File: config.mk
export PLATFORM = sky130hd
export DESIGN_NAME = simon_core_arbiter
export DESIGN_NICKNAME = d
export VERILOG_FILES = /design/src/rtl/simon_core_arbiter.sv
export SDC_FILE = /design/constraint.sdc
export NUM_CORES = 1
export LEC_CHECK = 0
export ABC_AREA = 1
export BUFFER_PORTS_ARGS = -buffer_cell sky130_fd_sc_hd__buf_2
export CELL_PAD_IN_SITES_DETAIL_PLACEMENT = 1
export CELL_PAD_IN_SITES_GLOBAL_PLACEMENT = 2
export CORE_ASPECT_RATIO = 1.1
export CORE_MARGIN = 4
export CORE_UTILIZATION = 21
export DETAILED_ROUTE_END_ITERATION = 8
export PLACE_DENSITY = 0.79
export SKIP_LAST_GASP = 1
export SLEW_MARGIN = 40
export SYNTH_ARGS = -nofsm -noshare
export SYNTH_HDL_FRONTEND = slang
export SYNTH_SLANG_ARGS = --single-unit
File: constraint.sdc
create_clock -name clk -period 1 [get_ports clk]
set_clock_uncertainty 0.05 [all_clocks]
set_input_delay 0.2 -clock clk [delete_from_list [all_inputs] [get_ports clk]]
set_output_delay 0.2 -clock clk [all_outputs]
set_load 0.005 [all_outputs]
File: src/rtl/simon_core_arbiter.sv
// simon_core_arbiter: round-robin sharing of one SIMON cipher core between two requesters.
// Optional WAIT watchdog abort is compiled in when SIMON_ARB_TIMEOUT_EN is defined.
module simon_core_arbiter #(
  parameter int unsigned N    = 16,
  parameter int unsigned TMAX = 255
) (
  input  logic                clk,
  input  logic                nR,
  input  logic [1:0]          reqValid,
  input  logic [1:0]          reqEncDec,
  input  logic [1:0][2*N-1:0] reqBlock,
  output logic [1:0]          reqReady,
  output logic [1:0]          respValid,
  input  logic [1:0]          respReady,
  output logic [2*N-1:0]      respBlock,
  output logic                respErr,
  output logic                coreStart,
  output logic                coreEncDec,
  output logic [2*N-1:0]      coreBlock,
  input  logic                coreDone,
  input  logic [2*N-1:0]      coreResult,
  output logic                busy,
  output logic                grantId
);
  localparam int unsigned BW = 2 * N;

  typedef enum logic [1:0] {S_IDLE, S_ISSUE, S_WAIT, S_RESP} state_t;

  state_t        state_q, state_d;
  logic          last_grant_q, last_grant_d;
  logic          grant_sel_c;
  logic          wdog_hit_c;
  logic [1:0]    req_ready_d, resp_valid_d;
  logic          core_start_d, core_enc_dec_d, grant_id_d, busy_d;
  logic [BW-1:0] core_block_d, resp_block_d;

  // Both valid: the one not served last; otherwise the single valid requester.
  assign grant_sel_c = (reqValid == 2'b11) ? ~last_grant_q : reqValid[1];

  always_ff @(posedge clk or negedge nR) begin
    if (!nR) state_q <= S_IDLE;
    else     state_q <= state_d;
  end

  always_comb begin
    state_d = state_q;
    case (state_q)
      S_IDLE:  if (|reqValid) state_d = S_ISSUE;
      S_ISSUE: state_d = S_WAIT;
      S_WAIT:  if (coreDone || wdog_hit_c) state_d = S_RESP;
      S_RESP:  if (respReady[grantId]) state_d = S_IDLE;
      default: state_d = S_IDLE;
    endcase
  end

  // Next values of the registered outputs; everything holds unless the state acts on it.
  always_comb begin
    req_ready_d    = 2'b00;
    core_start_d   = 1'b0;
    core_enc_dec_d = coreEncDec;
    core_block_d   = coreBlock;
    grant_id_d     = grantId;
    resp_valid_d   = respValid;
    resp_block_d   = respBlock;
    last_grant_d   = last_grant_q;
    busy_d         = (state_d != S_IDLE);
    case (state_q)
      S_IDLE: begin
        if (|reqValid) begin
          req_ready_d[grant_sel_c] = 1'b1;
          core_start_d             = 1'b1;
          core_enc_dec_d           = reqEncDec[grant_sel_c];
          core_block_d             = reqBlock[grant_sel_c];
          grant_id_d               = grant_sel_c;
        end
      end
      S_WAIT: begin
        if (coreDone) begin
          resp_block_d          = coreResult;
          resp_valid_d          = 2'b00;
          resp_valid_d[grantId] = 1'b1;
        end else if (wdog_hit_c) begin
          resp_block_d          = '0;
          resp_valid_d          = 2'b00;
          resp_valid_d[grantId] = 1'b1;
        end
      end
      S_RESP: begin
        if (respReady[grantId]) begin
          resp_valid_d = 2'b00;
          last_grant_d = grantId;
        end
      end
      default: ;
    endcase
  end

  always_ff @(posedge clk or negedge nR) begin
    if (!nR) begin
      reqReady     <= 2'b00;
      coreStart    <= 1'b0;
      coreEncDec   <= 1'b0;
      coreBlock    <= '0;
      grantId      <= 1'b0;
      respValid    <= 2'b00;
      respBlock    <= '0;
      busy         <= 1'b0;
      last_grant_q <= 1'b1;
    end else begin
      reqReady     <= req_ready_d;
      coreStart    <= core_start_d;
      coreEncDec   <= core_enc_dec_d;
      coreBlock    <= core_block_d;
      grantId      <= grant_id_d;
      respValid    <= resp_valid_d;
      respBlock    <= resp_block_d;
      busy         <= busy_d;
      last_grant_q <= last_grant_d;
    end
  end

`ifdef SIMON_ARB_TIMEOUT_EN
  localparam logic [7:0] WDOG_LAST = 8'(TMAX - 1);

  logic [7:0] wdog_q;

  // Fires on the TMAX-th WAIT cycle; a coreDone at the same edge takes precedence.
  assign wdog_hit_c = (state_q == S_WAIT) && (wdog_q == WDOG_LAST);

  always_ff @(posedge clk or negedge nR) begin
    if (!nR) begin
      wdog_q  <= 8'd0;
      respErr <= 1'b0;
    end else begin
      if (state_q == S_ISSUE)     wdog_q <= 8'd0;
      else if (state_q == S_WAIT) wdog_q <= wdog_q + 8'd1;

      if (wdog_hit_c && !coreDone)                      respErr <= 1'b1;
      else if (state_q == S_RESP && respReady[grantId]) respErr <= 1'b0;
    end
  end
`else
  logic unused_tmax;

  assign unused_tmax = ^32'(TMAX);
  assign wdog_hit_c  = 1'b0;
  assign respErr     = 1'b0;
`endif

endmodule

==> flow_summary_export.csv <==
group,metric,value,unit
layout,multi_input_area,1640,um^2
clocking,clockBufferDepth,2,
global_routing,antenna_found_initial,1,
layout,regArea,1880,um^2
floorplan,ios,178,
layout,antenna_cells,0,
power,p_seq_frac,0.310,
route,wl_per_cell,15.4,um
route,via_count,3724,
setup_path,critPathRequiredTime,1.23,ns
route,drtAntennaViolNets,0,
layout,final_area,5930,um^2
layout,final_nets,779,
power,ir_drop,1030,uV
setup_path,start_kind,"flip-flop",
floorplan,initial_core_util,0.214,
layout,fillers,1893,
setup_path,end_kind,"flip-flop",
floorplan,placement_rows,48,
setup_path,path_cells,"nand2_4, nand2_8, buf_12, nand2_1, nand2_1, nand2_1, nand2_1",
layout,final_util,0.377,
clocking,cts_buffers,9,
job,max_cap_viol_count,0,
route,detail_route.first_pass.iterations,4,
placed_design,pre_cts_slack,-0.254,ns
clocking,cts_max_level,3,
route,route.detailed.drc,0,
synth,synth_cell_types,21,
power,switching_share,0.361,
placed_design,gp_congestion,0.788,
clocking,cts_tree,"yes",
floorplan,die_y,141,um
synth,synth_warnings,0,
sta,setup_violations,147,
synth,syn_nets,531,
sta,fmax,0.814,GHz
power,leakagePower,3.49,nW
clocking,clk_pin_slew_worst_paths,0.06,ns
global_routing,grt_pass1_wl,20.8,mm
setup_path,critPathArrivalTime,1.45,ns
power,powerDensity,2820,nW/um^2
hold_path,hold_path_class,"in -> reg",
sta,rsz0062_at_grt,"true",
sta,drv_slew,0,
clocking,cts-root-buf,"clkbuf_16",
setup_path,critPathTopFamily,"flip-flops",
clocking,clock_sinks,75,
route,drt_wl_total,13.5,mm
setup_path,crit_top_cell,"nand2_1",
layout,drive_above_1_share,0.518,
sta,finalHoldViolations,0,
run_status,status,"complete, but fails checks",
setup_path,crit_fanout,14,
global_routing,grt_max_degree,54,
setup_path,critPathBufInv,1,
setup_path,crit_type,"reg -> reg",
sta,fin_ws,-0.228,ns
synth,avgSynthCellArea,7.92,um^2
placed_design,port_buffers,176,
global_routing,grt_pass1_vias,4030,
sta,hold-worst-slack,0.0164,ns
synth,yosysSeqAreaShare,0.557,
synth,syn_inst,426,
sta,final.period_utilization,1.23,
power,switching_power,0.00602,W
power,combinationalPowerShare,0.497,
synth,synth.area.top_cells,"dfrtp_1, nand2_1, nand3_1",
layout,area_growth,75.6,%
setup_path,max_stage_delay,0.55,ns
floorplan,core_area,15700,um^2
sta,period_minus_slack,1.23,ns
power,finalPower,0.0167,W
run_status,violations,"negative setup slack",
placed_design,dpl_cell_area,4560,um^2
route,drtIter0Drc,81,
floorplan,design.die.area,18200,um^2
synth,post-synth-top-area-cell,"dfrtp_1",
synth,ys_ff_latch,75,
global_routing,grtUsageTotal,0.146,
synth,synth_top_cell_area_share,0.549,
route,routed_via_density,4.24,
global_routing,overflow,0,
clocking,insertion_delay,0.33,ns
setup_path,worst_path_max_delay_cell,"dfstp_2",
floorplan,die_w,129,um
synth,syn-cell-area,3370,um^2
power,clkPwrFrac,0.193,
power,internal_power,0.0107,W
placed_design,post-dp-hpwl,8.56,mm
## stage by stage
| step | TNS, ns | std cells |
|---|---|---|
| 3_3_place_gp | -10.33 | 799 |
| 6_report | -21.01 | 879 |
| 5_1_grt | -28.59 | 879 |
| 3_5_place_dp | -12.55 | 799 |
| 4_1_cts | -22.36 | 853 |
| 2_1_floorplan | -6.22 | 426 |
## Yosys cell counts (all sizes together)
master,count
nand2,276
dfrtp,74
nand3,36
buf,20
inv,7
nor2,4
clkbuf,3
o21ai,2
a21oi,1
conb,1
dfstp,1
o21bai,1
## state kept, by name, indices dropped and copies added (netlist names)
name	flops
last_grant_q	1
busy	1
respValid	2
state_q	2
coreBlock	32
grantId	1
reqReady	2
coreStart	1
coreEncDec	1
respBlock	32
## cells by family after synthesis
group | count (synthesis) | synth area share
flip-flops | 75 | 0.557
other | 1 | 0.00111
AND/OR/NAND/NOR | 316 | 0.377
buffers and inverters | 30 | 0.0575
AO/OA/AOI/OAI | 4 | 0.00779
## power by group through the flow
stage	logic [W]	registers (W)	clock network, W
global placement	0.00499	0.00519	0
global route	0.00919	0.00533	0.00348
CTS	0.00716	0.00517	0.00335
floorplan	0.00247	0.00529	0
finish	0.00829	0.00517	0.00322
detailed placement	0.00518	0.00522	0
## metal layers
metal,up-vias,global-route usage,share of wire
li1,1801,-,-
met1,1797,0.166,0.38
met2,112,0.264,0.54
met3,12,0.0371,0.062
met4,2,0.0481,0.012
met5,-,0,0.00096
## layout by cell type, fill, tap and decap left out, types with 2 or more instances in the layout
cell	netlist	layout
dlygate4sd3_1	0	3
buf_6	7	11
nand2_4	1	29
dfrtp_1	74	74
nand2_2	2	34
clkinvlp_4	0	2
clkinv_2	0	3
nor2_4	1	3
buf_16	0	7
clkbuf_16	0	9
nand2_1	273	212
buf_2	9	173
buf_12	0	8
buf_4	4	58
inv_2	1	3
o21ai_2	0	2
nand3_1	35	35
## worst min-delay path, stage by stage
cell and delay, ns:
buf_2 0.08, nand2_2 0.04, nand2_1 0.04
## path summary, 6_finish.rpt
check | start | to | slack (ns) | cells past startpoint
max | last_grant_q | coreBlock[16] | -0.23 | 7
min | coreResult[0] | respBlock[0] | 0.02 | 3
max reg2reg | last_grant_q | coreBlock[16] | -0.23 | 7
min reg2reg | coreBlock[28] | coreBlock[28] | 0.43 | 2
max in group asynchronous | nR | last_grant_q | 0.22 | 3
min in group asynchronous | nR | coreBlock[20] | 0.33 | 3
## cell type report
cell class	count	area share
clock buffer	9	0.0380
clock inverter	7	0.0116
inverter	7	0.00971
multi-input combinational	321	0.277
sequential	75	0.317
tap	200	0.0422
timing repair buffer	260	0.305
## what timing repair did
| action | 4_1_cts | 5_1_grt |
|---|---|---|
| setup buffers | 29 | 28 |
| gates resized for setup | 70 | 66 |
| endpoints found under the hold margin | 76 | 0 |
| gates cloned | 7 | 0 |
| hold buffers | 3 | 0 |
| pin swaps | 7 | 12 |
| endpoints found under the setup margin | 147 | 147 |
Power figures use the tool's default switching activity.
